File: src/rtl/axi_burst_checker_pkg.sv
// Shared definitions for the passive AXI burst checker: error bit positions
// and the entry stored in each outstanding-burst length FIFO.
package axi_burst_checker_pkg;

    localparam int ERR_WLEN     = 0;
    localparam int ERR_RLEN     = 1;
    localparam int ERR_ORPHAN   = 2;
    localparam int ERR_OVERFLOW = 3;
    localparam int ERR_BORPHAN  = 4;
    localparam int ERR_W        = 5;

    // Entries are sized for the widest supported length field (LSIZE <= 16)
    localparam int LEN_W_MAX = 16;

    typedef struct packed {
        logic [LEN_W_MAX-1:0] len;
    } len_entry_t;

endpackage

File: src/rtl/axi_burst_len_fifo.sv
// Outstanding-burst length FIFO. An empty FIFO presents an incoming push as its head
// (bypass), and a full FIFO accepts a push when the same cycle pops.
module axi_burst_len_fifo
    import axi_burst_checker_pkg::*;
#(
    parameter int DEPTH = 4,
    parameter int LSIZE = 8
) (
    input  logic       clk_i,
    input  logic       rst_ni,
    input  logic       push_i,
    input  len_entry_t push_data_i,
    input  logic       pop_i,
    output len_entry_t head_o,
    output logic       head_vld_o,
    output logic       overflow_o
);

    localparam int PW = (DEPTH > 1) ? $clog2(DEPTH) : 1;
    localparam logic [LEN_W_MAX-1:0] LEN_MASK = LEN_W_MAX'((1 << LSIZE) - 1);

    len_entry_t    mem_q [DEPTH];
    logic [PW-1:0] rd_q, wr_q;
    logic [PW:0]   cnt_q, cnt_d;
    logic          empty, full, do_push, do_pop;

    function automatic logic [PW-1:0] ptr_inc(input logic [PW-1:0] p);
        return (p == PW'(DEPTH - 1)) ? '0 : p + PW'(1);
    endfunction

    always_comb begin
        empty      = (cnt_q == '0);
        full       = (cnt_q == (PW+1)'(DEPTH));
        head_vld_o = !empty || push_i;
        head_o     = empty ? push_data_i : mem_q[rd_q];
        head_o.len = head_o.len & LEN_MASK;
        do_pop     = pop_i && !empty;
        // A push consumed by the same-cycle bypass pop is never stored
        do_push    = push_i && !(empty && pop_i) && (!full || pop_i);
        overflow_o = push_i && full && !pop_i;
        cnt_d      = cnt_q;
        if (do_push && !do_pop)
            cnt_d = cnt_q + (PW+1)'(1);
        else if (do_pop && !do_push)
            cnt_d = cnt_q - (PW+1)'(1);
    end

    always_ff @(posedge clk_i) begin
        if (!rst_ni) begin
            rd_q  <= '0;
            wr_q  <= '0;
            cnt_q <= '0;
        end else begin
            cnt_q <= cnt_d;
            if (do_push) wr_q <= ptr_inc(wr_q);
            if (do_pop)  rd_q <= ptr_inc(rd_q);
        end
    end

    always_ff @(posedge clk_i) begin
        if (do_push) mem_q[wr_q] <= push_data_i;
    end

endmodule

File: config.mk
export PLATFORM = sky130hd
export DESIGN_NAME = axi_burst_len_fifo
export DESIGN_NICKNAME = d
export VERILOG_FILES = /design/src/rtl/axi_burst_checker_pkg.sv /design/src/rtl/axi_burst_len_fifo.sv
export SDC_FILE = /design/constraint.sdc
export NUM_CORES = 1
export LEC_CHECK = 0
export CORE_MARGIN = 3
export CORE_UTILIZATION = 50
export CTS_CLUSTER_SIZE = 28
export DETAILED_ROUTE_END_ITERATION = 10
export PLACE_DENSITY = 0.89
export SYNTH_ARGS = -nofsm -noshare
export SYNTH_HDL_FRONTEND = slang
export SYNTH_SLANG_ARGS = --single-unit
File: constraint.sdc
create_clock -name clk_i -period 3.7 [get_ports clk_i]
set_input_delay 0.74 -clock clk_i [delete_from_list [all_inputs] [get_ports clk_i]]
set_output_delay 0.74 -clock clk_i [all_outputs]
set_load 0.005 [all_outputs]
# Word level (Yosys, flattened, before mapping)
# Memory sizes are Yosys's and may differ from the RTL's. A register that Yosys moved wholly into a read port is not among the register bits.
# Cells that the tools add are included.
[word_totals]
ff_bits = 7
ramBits = 64
input_bits = 20
out_inout_bits = 18
word_cells = 38
n_memories = 1
[memory_table]
columns = ["memory", "depth", "width", "read_ports", "rd_ports_with_merged_regs", "wr", "line_no", "source"]
rows = [
  ["mem_q", 4, 16, 1, 1, 1, "axi_burst_len_fifo.sv:22", "len_entry_t mem_q [DEPTH];"],
]
[classes]
n_addsub = 4
n_eq_ne = 3
mux = 9
reduce_logical = 18
[op_table]
columns = ["operator", "count"]
rows = [
  ["1-bit logical AND", 8],
  ["2-bit two-way mux", 4],
  ["8-bit two-way mux", 1],
  ["1-bit zero test", 6],
  ["3-bit two-way mux", 2],
  ["2-bit by 1-bit adder with 2-bit output, second input constant", 2],
  ["2-bit == test, second input constant", 2],
  ["3-bit by 1-bit adder with 3-bit output, second input constant", 1],
  ["3-bit == test, second input constant", 1],
  ["3-bit zero test", 1],
  ["3-bit by 1-bit subtractor with 3-bit output, second input constant", 1],
  ["1-bit logical OR", 2],
  ["1-bit two-way mux", 2],
  ["2-bit nonzero test", 1],
]

# Depth between registers and ports, before layout
# Gate-level depths: netlist of run 1.
[depth]
depth_word = 9
depth_mapped = 9
depth_no_buf = 8

# Worst setup path after synthesis of run 1
# No wires, ideal clock.
[synth_path]
path_type = "input to register"
startpoint = "input port pop_i"
endpoint = "register cnt_q[2]"
setup_time_ns = 0.076
t_arrival_ns = 2.270
required_time_ns = 3.624
setup_slack_ns = 1.354
path_stages = 9
path_cell_list = "xnor2_1 > o31a_2 > buf_6 > ha_1 > inv_1 > fa_1 > xor2_1 > or3_1 > a21boi_0"
[synth_via]
elab_chain_cells = 7
[synth_rtl]
columns = ["item", "line_no", "source"]
rows = [
  ["start: declaration", "axi_burst_len_fifo.sv:13", "input logic pop_i,"],
  ["1-bit logical AND", "axi_burst_len_fifo.sv:39", "do_push = push_i && !(empty && pop_i) && (!full || pop_i);"],
  ["1-bit zero test", "axi_burst_len_fifo.sv:39", ""],
  ["1-bit logical AND", "axi_burst_len_fifo.sv:39", ""],
  ["1-bit logical AND *", "axi_burst_len_fifo.sv:39", ""],
  ["net do_push", "axi_burst_len_fifo.sv:25", "logic empty, full, do_push, do_pop;"],
  ["1-bit zero test", "axi_burst_len_fifo.sv:44", "else if (do_pop && !do_push)"],
  ["1-bit logical AND", "axi_burst_len_fifo.sv:44", ""],
  ["2-bit nonzero test (no line)", "--", ""],
  ["end signal: assignment", "axi_burst_len_fifo.sv:54", "cnt_q <= cnt_d;"],
  ["end: declaration", "axi_burst_len_fifo.sv:24", "logic [PW:0] cnt_q, cnt_d;"],
]
# The timed path passes the listed nets; every way through them passes the cells marked *.
# A chain may end at the register's enable or synchronous reset.

==> results of run 1 <==
## worst min-delay path, stage by stage, from the launching register on
cell     delay, ps
dfxtp_1        360
nand2_1         60
mux2i_1         60
## cells by family (layout without fill, tap and decap cells)
| kind of cell | after synthesis | count (layout) | synth area share (%) |
|---|---|---|---|
| DFF | 41 | 41 | 62.9 |
| muxes | 20 | 20 | 17.1 |
| and+or+nand+nor | 19 | 19 | 5.86 |
| buffers and inverters | 14 | 33 | 5.17 |
| adders and majority gates | 7 | 7 | 5.24 |
| AOI/OAI and AO/OA | 5 | 5 | 2.07 |
| xor gates and xnor gates | 3 | 3 | 1.45 |
| other | 1 | 8 | 0.207 |
## routing by layer
layer  track usage, %  vias to the layer above
li1                 -                      448
met1             17.5                      460
met2             25.7                       24
met3             5.44                        6
met4             6.09                        0
met5                0                        -
## through the flow
step / hold WS (ps) / util, % / cells
after detailed placement: 508 / 59.5 / 174
after CTS: 525 / 61.1 / 182
final: 518 / 61.1 / 182
after floorplan: 468 / - / 117
after global routing: 544 / 61.1 / 182
after global placement: 478 / 59.5 / 174
## sequential cells by signal (all words and copies together), names as in the netlist, named ones only
signal	flops
rd_q	2
wr_q	2
mem_q	32
cnt_q	3
## layout by cell type, fill, tap and decap left out, drive strengths merged, types with 3 or more instances in the layout
master	count
inv	3
mux2i	4
dfxtp	9
clkdlybuf4s50	21
and2	5
conb	8
mux2	8
nand2	6
clkbuf	5
mux4	8
edfxtp	32
ha	6
## final cells by class
class	instances	area, um2
fill	273	1330
sequential	41	1140
multi-input combinational	62	606
timing repair buffer	22	218
tap	46	57.6
clock buffer	5	37.5
clock inverter	3	17.5
inverter	3	11.3
## how the worst min path moves through the flow
| stage | startpoint | to | slack [ps] |
|---|---|---|---|
| after floorplan | wr_q[1] | wr_q[1] | 470 |
| after CTS | wr_q[1] | wr_q[1] | 530 |
| final | wr_q[1] | wr_q[1] | 520 |
| after global placement | wr_q[1] | wr_q[1] | 480 |
| after global routing | wr_q[1] | wr_q[1] | 540 |
| after detailed placement | wr_q[1] | wr_q[1] | 510 |
## power by group
group | internal (W) | total [W] | switching, W
logic | 0.000288 | 0.000460 | 0.000172
registers | 0.000573 | 0.000640 | 0.0000669
clock network | 0.0000716 | 0.000212 | 0.000140
==> impl_metrics.csv, run 1 <==
group,metric,value,unit
clock_tree,cts_root_buffer,"clkbuf_4",
finish,antenna-diode-count,0,
floorplan,effective_utilization_at_floorplan,53.1,%
routing,antenna_left,0,
power_and_ir_drop,peakVddDrop,0.000295,V
setup_path,cp_max_fo,8,
routing,met2WireLength,1510,um
logic_synthesis,synth.avg_cell_area,16.5,um2
logic_synthesis,synth.largest_area_cell,"edfxtp_1",
placement,hpwl,2020,um
floorplan,die-width,66.2,um
floorplan,ios,38,
clock_tree,ctsResizeCount,0,
routing,drcViolationCount,0,
placement,dp_slack,720,ps
clock_tree,cts_buffer_depth,2,
logic_synthesis,post_synth_main_area_contributors,"edfxtp_1 53%, dfxtp_1 9.9%, mux4_2 9.9%, mux2_2 5.0%, ha_1 4.1%",
timing,finalSetupViolations,0,
logic_synthesis,synth.yosys.warnings,0,
finish,areaGrowthSynthToFinish,15.1,%
timing,period_needed,3090,ps
setup_path,worst_path_cell_with_the_longest_stage_delay,"dfxtp_1",
setup_path,crit_arrival,2350,ps
global_route,antenna_found_initial,0,
timing,finalWorstSetupSlack,610,ps
logic_synthesis,synth-seq-area-share,62.9,%
power_and_ir_drop,static-leakage-power,0.726,nW
timing,max_freq,324,MHz
clock_tree,path_clk_slew,120,ps
status,outcome,"finished clean",
timing,setup_repair_after_global_routing_missed_its_margin,"no",
routing,route.detailed.wl_per_inst,15.8,um
global_route,grt_pass1_vias,954,
logic_synthesis,synth_top_flop_cell,"edfxtp_1",
global_route,grt_resource_usage_total,15.2,%
hold_path,min_delay_path_depth,2,
routing,met1Wirelength,1170,um
timing,drv_slew,0,
run,cap_violations,0,
timing,hold_violations,0,
setup_path,setup_crit_end_kind,"output port",
routing,vias,938,
timing,pin_slew_with_the_least_headroom_to_its_limit,576,ps
routing,routed_wire_length,2870,um
power_and_ir_drop,cellPowerDensity,628,mW/mm2
setup_path,cp_top_family,"multiplexers",
setup_path,critPathCapture,"head_o[0]",
routing,drt-initial-drc-count,29,
logic_synthesis,proportion_of_register_bits_with_asynchronous_set_or_reset_after_synthesis,0,%
global_route,grt_max_degree,14,
clock_tree,cts_tree,"built",
setup_path,critPathBufInv,1,
timing,slew-limit-headroom,61.6,%
clock_tree,clk-insertion-delay-late,350,ps
setup_path,crit_path_cell_trace,"mux4_2, mux2_2, clkdlybuf4s50_1",
setup_path,setup.reg_to_reg.worst_slack,1340,ps
setup_path,critical-path-max-stage-delay,700,ps
finish,drive_gt1_share,20.6,%
setup_path,rr_worst_depth,7,
clock_tree,cts_sink_count,41,
logic_synthesis,post_synth_instance_area,0.00181,mm2
setup_path,setup.worst_path.start_class,"flop",
power_and_ir_drop,power.total,0.00131,W
clock_tree,cts_hold_buffers,0,
global_route,grt_first_pass_wirelength,4690,um
finish,post-route-cell-area,0.00209,mm2
setup_path,worst-setup-path-type,"flop to output port",
setup_path,timing.rr.start,"cnt_q[0]",
floorplan,die_outline_area,0.00439,mm2
floorplan,placeableCoreArea,0.00342,mm2
placement,numPortBuffers,21,
timing,finalClockSkew,8.80,ps
setup_path,worst-path-stages,3,
global_route,remaining_overflow_grt,0,
floorplan,die-height,66.2,um
setup_path,worst-endpoint-required,2960,ps
placement,post_dp_cell_area,0.00203,mm2
placement,routabilityCongestion,0.644,
finish,nNetsFinal,162,
logic_synthesis,yosys_register_bits,41,
routing,via_per_inst,5.15,
logic_synthesis,synth_most_common_cell,"edfxtp_1",
logic_synthesis,synth.top_cell.area_share,53.0,%
clock_tree,postCtsSetupRepairBufs,0,
routing,met3WireLength,152,um
routing,top_signal_layer_used,"met4",
timing,min_period_over_period,83.5,%
logic_synthesis,yosysUniqueCellTypes,27,
hold_path,min_path_type,"flop to flop",
setup_path,critical_path.reg2reg.endpoint,"cnt_q[2]",
logic_synthesis,synthTopCellsByCount,"32 x edfxtp_1, 9 x buf_4, 9 x dfxtp_1",
clock_tree,cts_buffers,5,
timing,finalSetupTns,0,ps
routing,first_pass_iters,4,
logic_synthesis,synth_edf_count,32,
logic_synthesis,synth_cells,110,
floorplan,num_rows,21,
clock_tree,htree_num_levels,2,
Power figures use the tool's default switching activity.
==> inputs of run 2 (changes only) <==
==> constraint.sdc (replaced) <==
create_clock -name clk_i -period 3.21 [get_ports clk_i]
set_input_delay 0.642 -clock clk_i [delete_from_list [all_inputs] [get_ports clk_i]]
set_output_delay 0.642 -clock clk_i [all_outputs]
set_load 0.005 [all_outputs]
==> run 2 against run 1 <==
Effect of this change: sequential share of layout area unchanged; global-route usage decreased by 0.54 points; non-clock buffer count unchanged; routed wire length decreased by 2.6%; core utilization unchanged; hold slack got worse by 0.51 ps; critical path type unchanged; power increased by 15%; combinational power increased by 15%; cell count unchanged; worst setup slack got worse by 370 ps; first-iteration DRC count increased by 59%; die area unchanged.
==> impl_metrics.csv, run 2 (synthesis results as in run 1) <==
group,metric,value,unit
status,outcome,"finished clean",
floorplan,die-width,66.2,um
global_route,global_route.usage.met3,4.42,%
clock_tree,htree_num_levels,2,
power_and_ir_drop,static-leakage-power,0.726,nW
clock_tree,cts_tree,"built",
clock_tree,cts_buffers,5,
timing,slew-limit-headroom,62.6,%
clock_tree,cts_buffer_depth,2,
global_route,remaining_overflow_grt,0,
clock_tree,path_clk_slew,120,ps
global_route,grt_pass1_vias,951,
finish,max_ffs_per_register,32,
floorplan,placeableCoreArea,0.00342,mm2
routing,antenna_left,0,
floorplan,effective_utilization_at_floorplan,53.1,%
clock_tree,cts_root_buffer,"clkbuf_4",
routing,routed_wire_length,2800,um
floorplan,num_rows,21,
clock_tree,cts_sink_count,41,
routing,route.detailed.wl_per_inst,15.4,um
power_and_ir_drop,peakVddDrop,0.000448,V
placement,numPortBuffers,21,
routing,drcViolationCount,0,
routing,drt-initial-drc-count,46,
finish,fin_cells,182,
setup_path,worst-endpoint-required,2570,ps
finish,nNetsFinal,162,
finish,post-route-util,61.1,%
routing,vias,944,
floorplan,ios,38,
setup_path,setup.worst_path.start_class,"flop",
placement,placed_cells_incl_taps,174,
placement,routabilityCongestion,0.645,
floorplan,die-height,66.2,um
global_route,grt_max_degree,14,
routing,first_pass_iters,4,
timing,finalSetupTns,0,ps
timing,max_freq,337,MHz
hold_path,min_path_type,"flop to flop",
setup_path,cp_max_fo,8,
global_route,grt.met1_usage,17.5,%
finish,areaGrowthSynthToFinish,15.1,%
timing,finalWorstSetupSlack,243,ps
clock_tree,cts_hold_buffers,0,
timing,period_needed,2970,ps
global_route,grt_first_pass_wirelength,4530,um
clock_tree,clk-insertion-delay-late,340,ps
timing,pin_slew_with_the_least_headroom_to_its_limit,557,ps
finish,fillerInstances,270,
floorplan,die_outline_area,0.00439,mm2
global_route,groute.layer.met2.usage,24.2,%
timing,hold_violations,0,
finish,most_used_cells_in_the_layout_excluding_fill_and_tap_cells,"32 x edfxtp_1, 21 x clkdlybuf4s50_1, 9 x dfxtp_1",
placement,hpwl,2010,um
finish,antenna-diode-count,0,
setup_path,worst-setup-path-type,"flop to output port",
routing,via_per_inst,5.19,
setup_path,setup_crit_end_kind,"output port",
timing,drv_slew,0,
timing,finalSetupViolations,0,
placement,dp_slack,316,ps
timing,setup_repair_after_global_routing_missed_its_margin,"no",
global_route,grt_resource_usage_total,14.7,%
clock_tree,postCtsSetupRepairBufs,0,
hold_path,hold_start,"wr_q[1]",
clock_tree,ctsResizeCount,0,
setup_path,crit_arrival,2330,ps
finish,final_common_cell,"edfxtp_1",
timing,finalClockSkew,9.57,ps
timing,min_period_over_period,92.4,%
finish,largestRegisters,"mem_q: 32 flops, cnt_q: 3 flops",
power_and_ir_drop,cellPowerDensity,722,mW/mm2
run,cap_violations,0,
global_route,antenna_found_initial,0,
finish,drive_gt1_share,20.6,%
finish,largest-register,"mem_q",
setup_path,timing.rr.start,"cnt_q[0]",
global_route,grt.busiest_layer,"met2",
[run 2: cell counts in the layout (fill, tap and decap cells not counted)]
Identical to the previous run, type by type.
[run 2: cell type report]
class | instances | area, um2 | share of cell area, %
Timing Repair Buffer | 22 | 218 | 10.4
Clock buffer | 5 | 37.5 | 1.80
Clock inverter | 3 | 17.5 | 0.839
Sequential cell | 41 | 1140 | 54.6
Tap cell | 46 | 57.6 | 2.76
Multi-Input combinational cell | 62 | 606 | 29.0
Inverter | 3 | 11.3 | 0.539
[run 2: stage by stage]
step	hold slack, ps	total power, W	cell area, um2
2_1_floorplan	468	0.00108	1840
3_3_place_gp	478	0.00126	2030
3_5_place_dp	506	0.00129	2030
4_1_cts	522	0.00153	2090
5_1_grt	568	0.00160	2090
6_report	517	0.00151	2090
[run 2: path summary, 6_finish.rpt]
kind / to / slack, ps / cells past startpoint
worst max-delay path: head_o[0] / 240 / 3
worst max register to register: cnt_q[2] / 820 / 7
worst min-delay path: wr_q[1] / 520 / 2
worst min register to register: wr_q[1] / 520 / 2
[run 2: power breakdown]
part           internal (W)  leakage (nW)  switching (W)
logic              0.000331         0.330       0.000199
clock network     0.0000826        0.0310       0.000158
registers          0.000661         0.366      0.0000758
total               0.00107         0.726       0.000433
[run 2: layer usage]
layer / vias to the layer above / share of wire, %
li1: 446 / -
met1: 467 / 42
met2: 27 / 51
met3: 4 / 5.6
met4: 0 / 1.4
met5: - / 0
[run 2: critical path, stage by stage (launching register included)]
cell and delay [ps]:
dfxtp_1 690, mux4_2 590, mux2_2 270, clkdlybuf4s50_1 440
==> inputs of run 3 (changes only) <==
--- a/config.mk
+++ b/config.mk
@@ -5,8 +5,10 @@
 export SDC_FILE = /design/constraint.sdc
 export NUM_CORES = 1
 export LEC_CHECK = 0
+export CELL_PAD_IN_SITES_DETAIL_PLACEMENT = 1
+export CELL_PAD_IN_SITES_GLOBAL_PLACEMENT = 1
 export CORE_MARGIN = 3
-export CORE_UTILIZATION = 50
+export CORE_UTILIZATION = 41
 export CTS_CLUSTER_SIZE = 28
 export DETAILED_ROUTE_END_ITERATION = 10
 export PLACE_DENSITY = 0.89
==> run 3 against run 2 <==
Effect of this change: register-to-register slack got worse by 30 ps; critical path depth did not move; sequential share of layout area fell by 1.7 points; final area rose by 3.2%; first-iteration DRC count rose by 130%; power rose by 14%; clock-buffer cell count rose by 2; sequential power rose by 0.7%; critical endpoint is now head_o[2].
==> impl_metrics.csv, run 3 (synthesis results as in run 1) <==
group,metric,value,unit
floorplan,die_outline_area,0.00526,mm2
finish,nNetsFinal,162,
setup_path,critical_path.reg2reg.endpoint,"cnt_q[2]",
clock_tree,cts_hold_buffers,0,
setup_path,worst-endpoint-required,2570,ps
setup_path,worst-setup-path-type,"flop to output port",
setup_path,crit_arrival,2300,ps
power_and_ir_drop,peakVddDrop,0.000264,V
clock_tree,ctsResizeCount,0,
timing,finalSetupTns,0,ps
global_route,grt_pass1_vias,1074,
global_route,remaining_overflow_grt,0,
clock_tree,postCtsSetupRepairBufs,0,
finish,most_used_cells_in_the_layout_excluding_fill_and_tap_cells,"32 x edfxtp_1, 21 x clkdlybuf4s50_1, 9 x dfxtp_1",
timing,hold_violations,0,
timing,drv_slew,0,
routing,drt-initial-drc-count,105,
routing,antenna_left,0,
finish,largest-register,"mem_q",
placement,dp_slack,291,ps
clock_tree,cts_tree,"built",
clock_tree,path_clk_slew,70,ps
hold_path,hold_start,"wr_q[1]",
global_route,grt_max_degree,13,
finish,antenna-diode-count,0,
finish,largestRegisters,"mem_q: 32 flops, cnt_q: 3 flops",
finish,max_ffs_per_register,32,
hold_path,min_path_type,"flop to flop",
setup_path,rr_worst_depth,7,
timing,finalSetupViolations,0,
power_and_ir_drop,power.total,0.00171,W
routing,routed_wire_length,3500,um
timing,max_freq,340,MHz
routing,via_per_inst,5.13,
floorplan,die-height,72.5,um
power_and_ir_drop,cellPowerDensity,795,mW/mm2
timing,pin_slew_with_the_least_headroom_to_its_limit,590,ps
clock_tree,cts_root_buffer,"clkbuf_8",
setup_path,setup.worst_path.start_class,"flop",
routing,first_pass_iters,2,
routing,vias,954,
timing,period_needed,2940,ps
timing,setup_repair_after_global_routing_missed_its_margin,"no",
finish,final_common_cell,"edfxtp_1",
finish,areaGrowthSynthToFinish,18.8,%
floorplan,placeableCoreArea,0.00414,mm2
routing,drcViolationCount,0,
global_route,antenna_found_initial,0,
clock_tree,clk-insertion-delay-late,290,ps
global_route,grt_resource_usage_total,14.6,%
status,outcome,"finished clean",
power_and_ir_drop,static-leakage-power,0.754,nW
clock_tree,cts_buffers,5,
timing,min_period_over_period,91.7,%
timing,slew-limit-headroom,60.6,%
setup_path,timing.rr.start,"cnt_q[0]",
clock_tree,htree_num_levels,2,
setup_path,setup.reg_to_reg.worst_slack,790,ps
finish,drive_gt1_share,19.9,%
hold_path,min_delay_path_depth,2,
routing,route.detailed.wl_per_inst,18.8,um
placement,hpwl,2510,um
placement,numPortBuffers,21,
floorplan,num_rows,23,
timing,finalClockSkew,6.51,ps
clock_tree,cts_sink_count,41,
floorplan,die-width,72.5,um
floorplan,effective_utilization_at_floorplan,43.8,%
placement,routabilityCongestion,0.693,
run,cap_violations,0,
hold_path,hold-path-endpoint,"wr_q[1]",
clock_tree,cts_buffer_depth,2,
floorplan,ios,38,
global_route,grt_first_pass_wirelength,5530,um
setup_path,cp_max_fo,8,
setup_path,setup_crit_end_kind,"output port",
timing,finalWorstSetupSlack,265,ps
run 3: worst max path at each step:
stage | start | end | slack, ps
3_5_place_dp | pop_i | cnt_q[2] | 290
2_1_floorplan | pop_i | cnt_q[2] | 960
6_report | flop | head_o[2] | 270
3_3_place_gp | pop_i | cnt_q[2] | 420
4_1_cts | flop | head_o[2] | 210
5_1_grt | flop | head_o[2] | 160
run 3: area by class of cell:
type | count | area, um2
inverters | 3 | 11.3
flip-flops and latches | 41 | 1140
well taps | 50 | 62.6
fillers | 414 | 1990
multi-input cells | 62 | 606
repair buffers | 22 | 218
clock inverters | 1 | 30.0
clock buffers | 7 | 86.3
run 3: report_power, final:
part | internal, W | switching (W)
combinational | 0.000332 | 0.000213
clock | 0.000253 | 0.000172
sequential | 0.000662 | 0.0000798
total | 0.00125 | 0.000465
run 3: worst max-delay path, cell delays in order (launching register included):
cell and delay (ps):
dfxtp_1 700, mux4_2 590, mux2_2 280, clkdlybuf4s50_1 450
run 3: metrics by stage:
step / std cells / hold slack (ps) / utilization [%] / cell area [um2]
after global placement: 178 / 482 / 49.2 / 2040
after global routing: 186 / 570 / 52.0 / 2150
after floorplan: 117 / 468 / - / 1840
final: 186 / 518 / 52.0 / 2150
after detailed placement: 178 / 513 / 49.2 / 2040
after CTS: 186 / 528 / 52.0 / 2150
run 3: layer usage:
layer | vias to the layer above | global-route usage (%) | part of all wire, %
li1 | 441 | - | -
met1 | 485 | 16.6 | 39
met2 | 23 | 26.6 | 56
met3 | 5 | 4.57 | 4.3
met4 | 0 | 3.69 | 0.86
met5 | - | 0 | 0
